**src/rtl/hamming_pkg.sv**
```systemverilog
// Shared types and elaboration-time helpers for the Hamming SECDED stream encoder.
// Holds the injection-mode enum, the FSM state enums and the position-map helpers.
package hamming_pkg;

  typedef enum logic [1:0] {
    INJ_NONE     = 2'b00,
    INJ_SINGLE   = 2'b01,
    INJ_DOUBLE   = 2'b10,
    INJ_NONE_ALT = 2'b11
  } inj_mode_e;

  typedef enum logic [1:0] {
    OCC_EMPTY = 2'b00,
    OCC_ONE   = 2'b01,
    OCC_TWO   = 2'b10
  } occ_e;

  typedef enum logic {
    INJ_IDLE  = 1'b0,
    INJ_ARMED = 1'b1
  } inj_state_e;

  // Smallest m with 2**m >= m + k + 1.
  function automatic int calculate_m(input int k);
    int m;
    m = 1;
    while ((2 ** m) < (m + k + 1)) m++;
    return m;
  endfunction

  // Hamming position (1-based) of information bit idx; skips power-of-two slots.
  function automatic int data_pos(input int idx);
    int pos;
    int cnt;
    pos = 0;
    cnt = -1;
    while (cnt < idx) begin
      pos++;
      if ((pos & (pos - 1)) != 0) cnt++;
    end
    return pos;
  endfunction

endpackage

```
**src/rtl/hamming_secded_core.sv**
```systemverilog
// Combinational SECDED encoder: q[N:1] is the Hamming codeword, q[0] the overall parity.
module hamming_secded_core
  import hamming_pkg::*;
#(
  parameter  int K = 8,
  localparam int M = calculate_m(K),
  localparam int N = M + K
) (
  input  logic [K-1:0] d,
  output logic [N:0]   q
);

  logic [N:1] data_map;
  logic [N:1] ham;

  genvar g;
  for (g = 0; g < K; g++) begin : g_data
    assign data_map[data_pos(g)] = d[g];
  end
  for (g = 0; g < M; g++) begin : g_pslot
    assign data_map[2 ** g] = 1'b0;
  end

  // Parity slots start at zero in data_map, so XOR-ing over covered positions is exact.
  always_comb begin
    ham = data_map;
    for (int j = 0; j < M; j++) begin
      for (int p = 1; p <= N; p++) begin
        if (((p >> j) & 1) == 1) ham[2 ** j] = ham[2 ** j] ^ data_map[p];
      end
    end
  end

  assign q = {ham, ^ham};

endmodule

```
**src/rtl/hamming_secded_enc_stream.sv**
```systemverilog
// Streaming SECDED encoder with a two-entry output buffer (output + skid register),
// registered input ready, armable error injection and an output word counter.
module hamming_secded_enc_stream
  import hamming_pkg::*;
#(
  parameter  int K     = 8,
  parameter  int CNT_W = 16,
  localparam int M     = calculate_m(K),
  localparam int N     = M + K,
  localparam int PW    = $clog2(N + 1)
) (
  input  logic             clk_i,
  input  logic             rst_i,
  input  logic             s_valid_i,
  output logic             s_ready_o,
  input  logic [K-1:0]     d_i,
  output logic             m_valid_o,
  input  logic             m_ready_i,
  output logic [N:0]       q_o,
  output logic [M:1]       p_o,
  output logic             p0_o,
  input  logic             inj_arm_i,
  input  logic [1:0]       inj_mode_i,
  input  logic [PW-1:0]    inj_pos_i,
  input  logic [PW-1:0]    inj_pos2_i,
  output logic             inj_armed_o,
  output logic [CNT_W-1:0] word_cnt_o
);

  // Handshake: a word moves on s_* when s_valid_i && s_ready_o, and on m_* when
  // m_valid_o && m_ready_i; valid never waits on ready, ready is a register.

  logic [N:0]       enc_word;
  logic [N:0]       inj_mask;
  logic [N:0]       cw_in;
  logic [N:0]       out_q;
  logic [N:0]       skid_q;
  logic             ready_q;
  logic [CNT_W-1:0] cnt_q;
  logic             accept;
  logic             xfer;
  logic             load_out;
  logic             load_skid;
  logic             out_from_skid;

  occ_e             occ;
  occ_e             occ_nxt;
  inj_state_e       inj_state;
  inj_state_e       inj_state_nxt;
  inj_mode_e        inj_mode_q;
  logic [PW-1:0]    inj_pos_q;
  logic [PW-1:0]    inj_pos2_q;

  hamming_secded_core #(.K(K)) u_core (
    .d (d_i),
    .q (enc_word)
  );

  assign accept = s_valid_i && ready_q;
  assign xfer   = (occ != OCC_EMPTY) && m_ready_i;

  // Positions above N never match an index, so they flip nothing; equal
  // positions in double mode toggle twice and cancel.
  always_comb begin
    inj_mask = '0;
    if (inj_state == INJ_ARMED) begin
      for (int i = 0; i <= N; i++) begin
        if ((inj_mode_q == INJ_SINGLE || inj_mode_q == INJ_DOUBLE) && inj_pos_q == PW'(i))
          inj_mask[i] = ~inj_mask[i];
        if (inj_mode_q == INJ_DOUBLE && inj_pos2_q == PW'(i))
          inj_mask[i] = ~inj_mask[i];
      end
    end
  end

  assign cw_in = enc_word ^ inj_mask;

  always_comb begin
    inj_state_nxt = inj_state;
    if (inj_arm_i) inj_state_nxt = INJ_ARMED;
    else if (accept) inj_state_nxt = INJ_IDLE;
  end

  always_comb begin
    occ_nxt       = occ;
    load_out      = 1'b0;
    load_skid     = 1'b0;
    out_from_skid = 1'b0;
    case (occ)
      OCC_EMPTY: begin
        if (accept) begin
          occ_nxt  = OCC_ONE;
          load_out = 1'b1;
        end
      end
      OCC_ONE: begin
        if (accept && xfer) begin
          load_out = 1'b1;
        end else if (accept) begin
          occ_nxt   = OCC_TWO;
          load_skid = 1'b1;
        end else if (xfer) begin
          occ_nxt = OCC_EMPTY;
        end
      end
      OCC_TWO: begin
        if (xfer) begin
          occ_nxt       = OCC_ONE;
          out_from_skid = 1'b1;
        end
      end
      default: occ_nxt = OCC_EMPTY;
    endcase
  end

  always_ff @(posedge clk_i) begin
    if (rst_i) begin
      occ       <= OCC_EMPTY;
      ready_q   <= 1'b1;
      inj_state <= INJ_IDLE;
    end else begin
      occ       <= occ_nxt;
      ready_q   <= (occ_nxt != OCC_TWO);
      inj_state <= inj_state_nxt;
    end
  end

  always_ff @(posedge clk_i) begin
    if (rst_i) begin
      out_q      <= '0;
      skid_q     <= '0;
      cnt_q      <= '0;
      inj_mode_q <= INJ_NONE;
      inj_pos_q  <= '0;
      inj_pos2_q <= '0;
    end else begin
      if (load_out) out_q <= cw_in;
      else if (out_from_skid) out_q <= skid_q;
      if (load_skid) skid_q <= cw_in;
      if (xfer) cnt_q <= cnt_q + 1'b1;
      if (inj_arm_i) begin
        inj_mode_q <= inj_mode_e'(inj_mode_i);
        inj_pos_q  <= inj_pos_i;
        inj_pos2_q <= inj_pos2_i;
      end
    end
  end

  always_comb begin
    p_o = '0;
    for (int i = 1; i <= M; i++) p_o[i] = out_q[2 ** (i - 1)];
  end

  assign m_valid_o   = (occ != OCC_EMPTY);
  assign s_ready_o   = ready_q;
  assign q_o         = out_q;
  assign p0_o        = out_q[0];
  assign inj_armed_o = (inj_state == INJ_ARMED);
  assign word_cnt_o  = cnt_q;

endmodule
```
**config.mk**
```make
export PLATFORM = sky130hd
export DESIGN_NAME = hamming_secded_enc_stream
export DESIGN_NICKNAME = d
export VERILOG_FILES = /design/src/rtl/hamming_pkg.sv /design/src/rtl/hamming_secded_core.sv /design/src/rtl/hamming_secded_enc_stream.sv
export SDC_FILE = /design/constraint.sdc
export NUM_CORES = 1
export LEC_CHECK = 0
export ABC_CLOCK_PERIOD_IN_PS = 3210
export BUFFER_PORTS_ARGS = -buffer_cell sky130_fd_sc_hd__buf_2
export CORE_MARGIN = 2
export CORE_UTILIZATION = 54
export DETAILED_ROUTE_END_ITERATION = 8
export GPL_TIMING_DRIVEN = 0
export PLACE_DENSITY_LB_ADDON = 0.05
export RECOVER_POWER = 100
export SKIP_CTS_REPAIR_TIMING = 1
export SYNTH_ARGS = -nofsm -noshare
export SYNTH_HDL_FRONTEND = slang
export SYNTH_HIERARCHICAL = 1
export SYNTH_SLANG_ARGS = --single-unit
```
**constraint.sdc**
```tcl
create_clock -name clk_i -period 3.21 [get_ports clk_i]
set_input_delay 0.1605 -clock clk_i [delete_from_list [all_inputs] [get_ports clk_i]]
set_output_delay 0.1605 -clock clk_i [all_outputs]
set_load 0.02 [all_outputs]
```
==> impl_metrics.json, run 1 <==
{
  "cts-buffers-inserted": 5,
  "hold_path_origin": "inj_mode_i[1]",
  "fin_worst_skew_ns": 0.0120,
  "globalRouteTotalUtil": 0.258,
  "r2r-start": "inj_mode_q[0]",
  "post_synth_and_or_nand_nor_area_fraction": 0.277,
  "vias_per_cell": 5.68,
  "fin_setup_tns_ns": 0,
  "seq_power_share": 0.509,
  "tmin_final_ns": 2.60,
  "yosys_register_bits": 56,
  "internal_power_w": 0.00101,
  "synth-xor-area-share": 0.115,
  "max-clock-path-buffers": 2,
  "worst_slack_ns": 0.610,
  "area_growth_syn_to_layout_pct": 13.1,
  "critPathCaptureType": "flop",
  "comb_power_share": 0.215,
  "layout_worst_path_cycle_share": 0.810,
  "critPathArrivalTime_ns": 2.79,
  "ant_nets": 0,
  "synth_compound_area_frac": 0.153,
  "dieWidth_um": 81.5,
  "synthCells": 389,
  "cts_root_buffer": "clkbuf_8",
  "cp_cell_sequence": "inv_1 > ha_1 > nor4b_4 > a311oi_1 > a31oi_1 > nor2_1 > a2111oi_0",
  "worst_ir_drop_vdd_v": 0.000217,
  "cts.sinks": 56,
  "yosysMostFrequentCell": "dfxtp_1",
  "io_pins": 60,
  "finalPower_w": 0.00148,
  "synth_cell_type_count": 61,
  "count_of_flip_flops_with_a_built_in_enable_after_synthesis": 0,
  "clock_tree_from_tritoncts": "built",
  "dieArea_um2": 6650,
  "insertedDiodeCount": 0,
  "maximum_number_of_pins_on_one_net_before_global_route_repair": 18,
  "synth_commonest_cells": "56 x dfxtp_1, 43 x nor2_1, 41 x nand2_1",
  "route.detailed.wl_per_inst_um": 15.1,
  "detailedRoute.firstIterationViolations": 142,
  "pre_cts_slack_ns": 0.621,
  "power_switching_w": 0.000465,
  "yosys.area_share.adder": 0.00771,
  "synth_area_per_cell_um2": 8.34,
  "place.gp.congestion": 0.902,
  "clkSlewWorstSetupHoldPaths_ns": 0.11,
  "starting_density": 0.555,
  "dp.final_hpwl_um": 5930,
  "clock_latency_on_the_worst_skew_pair_ns": 0.32,
  "synthTopCellsByArea": "dfxtp_1 35%, xor2_1 6.2%, nor2_1 5.0%, nand2_1 4.7%, mux2i_1 3.7%",
  "cell_type_with_the_highest_aggregate_area_in_the_netlist": "dfxtp_1",
  "postLayoutCoreUtil": 0.627,
  "critical_path.max_fanout": 9,
  "clock_power_share": 0.276,
  "muxShareOfSynthArea": 0.0370,
  "cts.htree.levels": 2,
  "grt_antenna_before_repair": 0,
  "worst-endpoint-required_ns": 3.40,
  "finalMaxSlewViolations": 0,
  "outcome": "finished clean",
  "path_type_of_the_worst_min_delay_path": "input pin to flop",
  "switching_part_of_the_total_power": 0.315,
  "hold_slack_ns": 0.0777,
  "setup_repair_after_global_routing_missed_its_margin": "no",
  "core_footprint_um2": 5850,
  "timing.hold.worst_path_depth": 3,
  "drc_violations": 0,
  "critical_path.slowest_cell": "nor4b_4",
  "reported_leakage_power_nw": 1.34,
  "fill_cells": 540,
  "fmax_ghz": 0.385,
  "via_count_of_the_first_global_routing_pass": 2858,
  "worst-r2r-cell-count": 7,
  "worst_slew_margin_rel": 0.559,
  "grt_pass1_wl_um": 13400,
  "ff2ff_setup_slack_ns": 0.61,
  "main_combinational_cell_family_by_area_after_synthesis": "simple AND/OR/NAND/NOR gates",
  "synth_area_um2": 3250,
  "cellPowerDensity_nw_per_um2": 402,
  "hold_viol_final": 0,
  "syn_nets": 414,
  "end_of_the_worst_register_to_register_path": "q_o[2]",
  "final_net_count": 480,
  "detail_route.wirelength_um": 8020,
  "crit_type": "flop to flop",
  "timing.hold.worst_endpoint": "inj_mode_q[1]",
  "synth.top_cell.area_share": 0.345,
  "yosysWarnings": 6,
  "synth_sequential_area_ratio": 0.345,
  "portBuffers": 59,
  "timing.final.setup_violations": 0,
  "synth_top_flop_cell": "dfxtp_1",
  "worstMarginPinSlew_ns": 0.652,
  "max_cap_violations": 0,
  "count_of_vias_placed_by_the_detailed_router": 3018,
  "std_cell_rows": 28,
  "final_layout_size_suffix_gt1_frac": 0.125,
  "critPathMaxStageDelay_ns": 0.53,
  "fraction_of_registers_with_async_set_reset": 0,
  "drtPass1Iterations": 5,
  "critPathLaunchType": "flop",
  "fp.dieH_um": 81.5,
  "grt_remaining_overflow": 0
}
-- worst max-delay path, delay by kind of cell (launching register included) --
family / cells / cell delay (ns)
AOI/OAI and AO/OA: 3 / 1.06
adders and majority gates: 1 / 0.41
buffers and inverters: 1 / 0.05
DFF: 1 / 0.34
and+or+nand+nor: 2 / 0.63
-- sequential cells by signal, summed over array words and instances (netlist names) --
register,count
word_cnt_o,16
q_o,13
skid_q,13
inj_pos2_q,4
inj_pos_q,4
inj_mode_q,2
occ,2
inj_armed_o,1
s_ready_o,1
-- cell usage in the layout, fill, tap and decap left out, types with 10 or more instances in the layout --
master,count
a21oi_1,14
nor2_1,43
xnor2_1,10
nand3_1,14
nand2_1,41
xor2_1,23
buf_4,13
buf_2,23
o21ai_0,15
nor3_1,13
dfxtp_1,56
mux2i_1,12
clkbuf_1,60
-- routing by layer --
layer	track usage	vias up	wire length, um
li1	-	1511	-
met1	0.326	1402	3670
met2	0.435	92	3690
met3	0.0527	13	491
met4	0.0898	0	170
met5	0	-	0
-- area by class of cell --
class                      instances  area (um^2)  share of cell area
buffer                            38          201              0.0549
inverter                           2         7.51             0.00205
clock inverter                     2         16.3             0.00443
clock buffer                       6         72.6              0.0198
tap                               75         93.8              0.0256
sequential                        56         1120               0.305
multi-input combinational        293         1910               0.520
timing repair buffer              59          248              0.0675
-- through the flow --
step	area, um^2	cells
after floorplan	3250	389
after global placement	3630	523
after detailed placement	3630	523
after CTS	3720	531
after global routing	3670	531
final	3670	531
-- worst max path at each step --
stage / start / endpoint
after global placement: inj_mode_q[0] / q_o[2]
after global routing: inj_mode_q[0] / q_o[2]
final: inj_mode_q[0] / q_o[2]
after floorplan: inj_mode_q[0] / q_o[6]
after CTS: inj_mode_q[0] / q_o[2]
after detailed placement: inj_mode_q[0] / q_o[2]
-- power groups by stage --
stage	combinational, W	clock [W]	sequential [W]
2_1_floorplan	0.000211	0	0.000786
5_1_grt	0.000349	0.000436	0.000757
6_report	0.000318	0.000407	0.000751
4_1_cts	0.000326	0.000413	0.000751
3_5_place_dp	0.000325	0	0.000767
3_3_place_gp	0.000320	0	0.000765
-- logic make-up after synthesis --
family / count (synthesis)
adder cells (fa/ha/maj): 2
flip-flops: 56
multiplexers: 12
XOR/XNOR: 37
AND/OR/NAND/NOR: 169
buffers and inverters: 40
AO/OA/AOI/OAI: 73
No activity file was read; power rests on OpenSTA's default activity.
==> run 2, diff against run 1 <==
- ABC_CLOCK_PERIOD_IN_PS: 3210 -> 2300
- CORE_UTILIZATION: 54 -> 50
- clock period: 3.21 -> 2.3 ns (I/O delays scaled with it)
==> run 2 against run 1 <==
Effect of this change:
- cell count rose by 0.38%
- die area rose by 7.6%
- power rose by 42%
- critical path depth did not move
- clock skew fell by 0.0040 ns
- sequential share of layout area fell by 1.1 points
- sequential power rose by 40%
- global-route usage fell by 2.3 points
- flip-flop and latch count did not move
- core utilization fell by 2.4 points
- via count fell by 0.27%
- non-clock buffer count did not move
- critical endpoint is now q_o[6]
- highest routed layer unchanged
==> impl_metrics.json, run 2 (same netlist as run 1, synthesis figures left out) <==
{
  "detailedRoute.firstIterationViolations": 105,
  "cts-buffers-inserted": 5,
  "route.met2.wl_um": 4000,
  "highest_layer": "met4",
  "most_common_cell_after_layout_fill_and_taps_aside": "clkbuf_1",
  "tmin_final_ns": 2.26,
  "hold_viol_final": 0,
  "core_footprint_um2": 6310,
  "fp.dieH_um": 84.6,
  "number_of_flip_flops_in_the_largest_register": 16,
  "via_count_of_the_first_global_routing_pass": 2812,
  "clkSlewWorstSetupHoldPaths_ns": 0.11,
  "cts.sinks": 56,
  "drc_violations": 0,
  "worst_ir_drop_vdd_v": 0.000395,
  "io_pins": 60,
  "place.gp.congestion": 0.851,
  "portBuffers": 59,
  "timing.hold.worst_path_depth": 3,
  "route.detailed.wl_per_inst_um": 15.5,
  "final_layout_size_suffix_gt1_frac": 0.173,
  "outcome": "finished clean",
  "std_cell_rows": 29,
  "max_cap_violations": 0,
  "path_type_of_the_worst_min_delay_path": "input pin to flop",
  "drtPass1Iterations": 4,
  "critPathLaunchType": "flop",
  "critPathCaptureType": "flop",
  "setup_repair_after_global_routing_missed_its_margin": "yes",
  "worst_slew_margin_rel": 0.546,
  "ff2ff_setup_slack_ns": 0.04,
  "clock_tree_from_tritoncts": "built",
  "fin_setup_tns_ns": 0,
  "ant_nets": 0,
  "starting_density": 0.514,
  "grt_antenna_before_repair": 0,
  "worstMarginPinSlew_ns": 0.681,
  "max-clock-path-buffers": 2,
  "dp.final_hpwl_um": 6010,
  "area_growth_syn_to_layout_pct": 17.3,
  "worst-r2r-cell-count": 7,
  "layout_worst_path_cycle_share": 0.984,
  "r2r-start": "inj_mode_q[0]",
  "cts_root_buffer": "clkbuf_8",
  "worst-endpoint-required_ns": 2.53,
  "count_of_vias_placed_by_the_detailed_router": 3010,
  "cts.htree.levels": 2,
  "wl_met1_um": 3920,
  "end_of_the_worst_register_to_register_path": "q_o[6]",
  "clock_latency_on_the_worst_skew_pair_ns": 0.32,
  "vias_per_cell": 5.65,
  "crit_type": "flop to flop",
  "maximum_number_of_pins_on_one_net_before_global_route_repair": 19,
  "reported_leakage_power_nw": 1.37,
  "hold_path_origin": "inj_mode_i[1]",
  "timing.final.setup_violations": 0,
  "detail_route.wirelength_um": 8280,
  "globalRouteTotalUtil": 0.234,
  "timing.hold.worst_endpoint": "inj_mode_q[1]",
  "pre_cts_slack_ns": -0.191,
  "final_net_count": 480,
  "layout.cells.most_common_list": "57 x clkbuf_1, 55 x dfxtp_1, 42 x nor2_1",
  "met3WireLength_um": 298,
  "cellPowerDensity_nw_per_um2": 549,
  "fmax_ghz": 0.442,
  "grt_remaining_overflow": 0,
  "insertedDiodeCount": 0,
  "grt_pass1_wl_um": 13600,
  "worst_slack_ns": 0.0370,
  "crit_start": "inj_mode_q[0]",
  "fin_worst_skew_ns": 0.00805,
  "finalMaxSlewViolations": 0,
  "dieWidth_um": 84.6,
  "hold_slack_ns": 0.0282,
  "critical_path.max_fanout": 8,
  "critPathArrivalTime_ns": 2.50,
  "dieArea_um2": 7150
}
## run 2: area by class of cell
| cell class | count | area, um^2 |
|---|---|---|
| inverter | 2 | 7.51 |
| clock inverter | 3 | 22.5 |
| multi-input combinational | 293 | 2040 |
| buffer | 37 | 198 |
| sequential | 56 | 1120 |
| tap | 77 | 96.3 |
| timing repair buffer | 60 | 256 |
| clock buffer | 5 | 68.8 |
| fill | 620 | 2500 |
## run 2: worst max-delay path: stages, from the launching register on
cell and delay [ns]:
dfxtp_2 0.34, inv_1 0.06, ha_4 0.28, or4b_2 0.67, o311ai_2 0.26, o31ai_2 0.15, xnor2_2 0.18, a221oi_2 0.25
## run 2: per-stage QoR
step / total power (W) / cells / util / instance area (um^2)
after floorplan: 0.00139 / 389 / - / 3250
after global placement: 0.00152 / 525 / 0.576 / 3640
after detailed placement: 0.00152 / 525 / 0.576 / 3640
after CTS: 0.00209 / 533 / 0.591 / 3730
after global routing: 0.00219 / 533 / 0.603 / 3810
final: 0.00209 / 533 / 0.603 / 3810
## run 2: how the worst max path moves through the flow
stage          slack, ns  endpoint  cells past startpoint
2_1_floorplan       0.07    q_o[6]                      7
3_3_place_gp       -0.13    q_o[2]                      7
3_5_place_dp       -0.19    q_o[0]                      7
4_1_cts            -0.21    q_o[2]                      7
5_1_grt            -0.03    q_o[0]                      8
6_report            0.04    q_o[6]                      7
## run 2: power breakdown
part | switching (W) | leakage, nW | internal [W]
clock network | 0.000356 | 0.0485 | 0.000220
registers | 0.0000331 | 0.458 | 0.00102
logic | 0.000279 | 0.868 | 0.000187
total | 0.000667 | 1.37 | 0.00142
## run 2: routing by layer
| layer | vias up | global-route usage |
|---|---|---|
| li1 | 1507 | - |
| met1 | 1433 | 0.322 |
| met2 | 64 | 0.392 |
| met3 | 6 | 0.0344 |
| met4 | 0 | 0.0519 |
| met5 | - | 0 |
==> run 3, diff against run 2 <==
- BUFFER_PORTS_ARGS: -buffer_cell sky130_fd_sc_hd__buf_2 -> -buffer_cell sky130_fd_sc_hd__buf_4
==> run 3 against run 2 <==
Effect of this change:
- global-route usage shrank 0.56 points
- die area is the same
- flip-flop and latch count is the same
- non-clock buffer count grew 1
- wire length shrank 0.58%
- setup slack gained 0.0077 ns
- sequential share of layout area shrank 0.091 points
- hold slack lost 0.014 ns
- via count shrank 0.33%
- sequential power is essentially flat
- power shrank 0.13%
- largest cell class unchanged
- largest power group unchanged
==> impl_metrics.json, run 3 (same netlist as run 1, synthesis figures left out) <==
{
  "clock_tree_from_tritoncts": "built",
  "internal_power_w": 0.00143,
  "worst-r2r-cell-count": 7,
  "timing.hold.worst_endpoint": "occ[1]",
  "end_of_the_worst_register_to_register_path": "q_o[6]",
  "layout_worst_path_cycle_share": 0.981,
  "clock_latency_on_the_worst_skew_pair_ns": 0.32,
  "reported_leakage_power_nw": 1.39,
  "worst_slew_margin_rel": 0.520,
  "critPathMaxStageDelay_ns": 0.66,
  "ff2ff_setup_slack_ns": 0.04,
  "cellPowerDensity_nw_per_um2": 547,
  "timing.hold.worst_path_depth": 2,
  "detail_route.wirelength_um": 8230,
  "std_cell_rows": 29,
  "path_type_of_the_worst_min_delay_path": "input pin to flop",
  "final_layout_size_suffix_gt1_frac": 0.158,
  "layout.cells.most_common_list": "56 x dfxtp_1, 55 x clkbuf_1, 43 x nor2_1",
  "cts.sinks": 56,
  "worst_ir_drop_vdd_v": 0.000328,
  "ant_nets": 0,
  "hold_path_origin": "m_ready_i",
  "critPathLaunchType": "flop",
  "number_of_flip_flops_in_the_largest_register": 16,
  "final_net_count": 481,
  "maximum_number_of_pins_on_one_net_before_global_route_repair": 19,
  "worstMarginPinSlew_ns": 0.710,
  "max-clock-path-buffers": 2,
  "core_footprint_um2": 6310,
  "setup_repair_after_global_routing_missed_its_margin": "yes",
  "route.detailed.wl_per_inst_um": 15.4,
  "io_pins": 60,
  "cp_cell_sequence": "inv_1 > ha_4 > or4b_2 > o311ai_2 > o31ai_2 > xnor2_1 > a221oi_1",
  "via_count_of_the_first_global_routing_pass": 2755,
  "portBuffers": 59,
  "crit_type": "flop to flop",
  "switching_part_of_the_total_power": 0.314,
  "timing.final.setup_violations": 0,
  "cts.htree.levels": 2,
  "fin_worst_skew_ns": 0.00823,
  "hold_slack_ns": 0.0145,
  "critical_path.max_fanout": 8,
  "drtPass1Iterations": 4,
  "clkSlewWorstSetupHoldPaths_ns": 0.11,
  "grt_pass1_wl_um": 13400,
  "critPathCaptureType": "flop",
  "dieArea_um2": 7150,
  "dp.final_hpwl_um": 6080,
  "grt_remaining_overflow": 0,
  "finalMaxSlewViolations": 0,
  "critical_path.slowest_cell": "or4b_2",
  "cts-buffers-inserted": 5,
  "finalPower_w": 0.00209,
  "globalRouteTotalUtil": 0.229,
  "comb_power_share": 0.223,
  "most_common_cell_after_layout_fill_and_taps_aside": "dfxtp_1",
  "top_delay_family_on_crit_path": "compound AO/OA/AOI/OAI gates",
  "count_of_vias_placed_by_the_detailed_router": 3000,
  "seq_power_share": 0.502,
  "cts_root_buffer": "clkbuf_8",
  "vias_per_cell": 5.62,
  "area_growth_syn_to_layout_pct": 17.6,
  "worst-endpoint-required_ns": 2.53,
  "detailedRoute.firstIterationViolations": 113,
  "critPathArrivalTime_ns": 2.49,
  "drc_violations": 0,
  "critical_path_buf_inv_count": 1,
  "power_switching_w": 0.000656,
  "outcome": "finished clean",
  "r2r-start": "inj_mode_q[0]",
  "insertedDiodeCount": 0,
  "starting_density": 0.514,
  "hold_viol_final": 0,
  "tmin_final_ns": 2.26,
  "clock_power_share": 0.274,
  "place.gp.congestion": 0.871,
  "grt_antenna_before_repair": 0,
  "fmax_ghz": 0.443,
  "dieWidth_um": 84.6,
  "fp.dieH_um": 84.6,
  "max_cap_violations": 0,
  "fill_cells": 606
}
run 3: changes by cell type in the layout (fill, tap and decap cells not counted), sizes merged:
cell | before | now
buf | 40 | 42
clkbuf | 62 | 61
run 3: how the worst max path moves through the flow:
stage                        from  endpoint  cells past startpoint
finish              inj_mode_q[0]    q_o[6]                      7
CTS                 inj_mode_q[0]    q_o[6]                      7
detailed placement  inj_mode_q[0]    q_o[6]                      7
global placement    inj_mode_q[0]    q_o[6]                      7
global route        inj_mode_q[0]    q_o[0]                      6
floorplan           inj_mode_q[0]    q_o[6]                      7
run 3: final cells by class:
type | count | area, um^2 | area share
flip-flops and latches | 56 | 1120 | 0.294
well taps | 77 | 96.3 | 0.0252
multi-input cells | 293 | 1980 | 0.518
clock buffers | 5 | 68.8 | 0.0180
plain buffers | 37 | 199 | 0.0521
clock inverters | 3 | 22.5 | 0.00590
inverters | 2 | 7.51 | 0.00197
repair buffers | 61 | 323 | 0.0846
run 3: metrics by stage:
stage                     setup slack (ns)  std cells  setup TNS, ns  utilization  instance area, um^2
after floorplan                     0.0715        389              0            -                 3250
after global placement              -0.101        525         -0.568        0.599                 3780
after detailed placement            -0.118        525         -0.680        0.599                 3780
after CTS                           -0.148        533          -1.05        0.614                 3880
after global routing                -0.104        534         -0.434        0.604                 3820
final                               0.0447        534              0        0.604                 3820
run 3: power groups by stage:
| stage | Clock (W) | Sequential (W) | Combinational (W) |
|---|---|---|---|
| after global routing | 0.000615 | 0.00106 | 0.000507 |
| after detailed placement | 0 | 0.00107 | 0.000486 |
| after global placement | 0 | 0.00107 | 0.000481 |
| after CTS | 0.000591 | 0.00105 | 0.000487 |
| final | 0.000572 | 0.00105 | 0.000466 |
| after floorplan | 0 | 0.00110 | 0.000294 |
run 3: worst register-to-register path: cells and delay by family (launching register included):
family	cells	cell delay, ns
AO/OA/AOI/OAI	3	0.67
XOR/XNOR	1	0.17
adder cells (fa/ha/maj)	1	0.28
buffers and inverters	1	0.07
flip-flops	1	0.34
AND/OR/NAND/NOR	1	0.66
run 3: layer usage:
metal  wire length, um  track usage
met5                 0            0
met4               119       0.0548
met3               380       0.0324
met2              3840        0.388
met1              3890        0.309
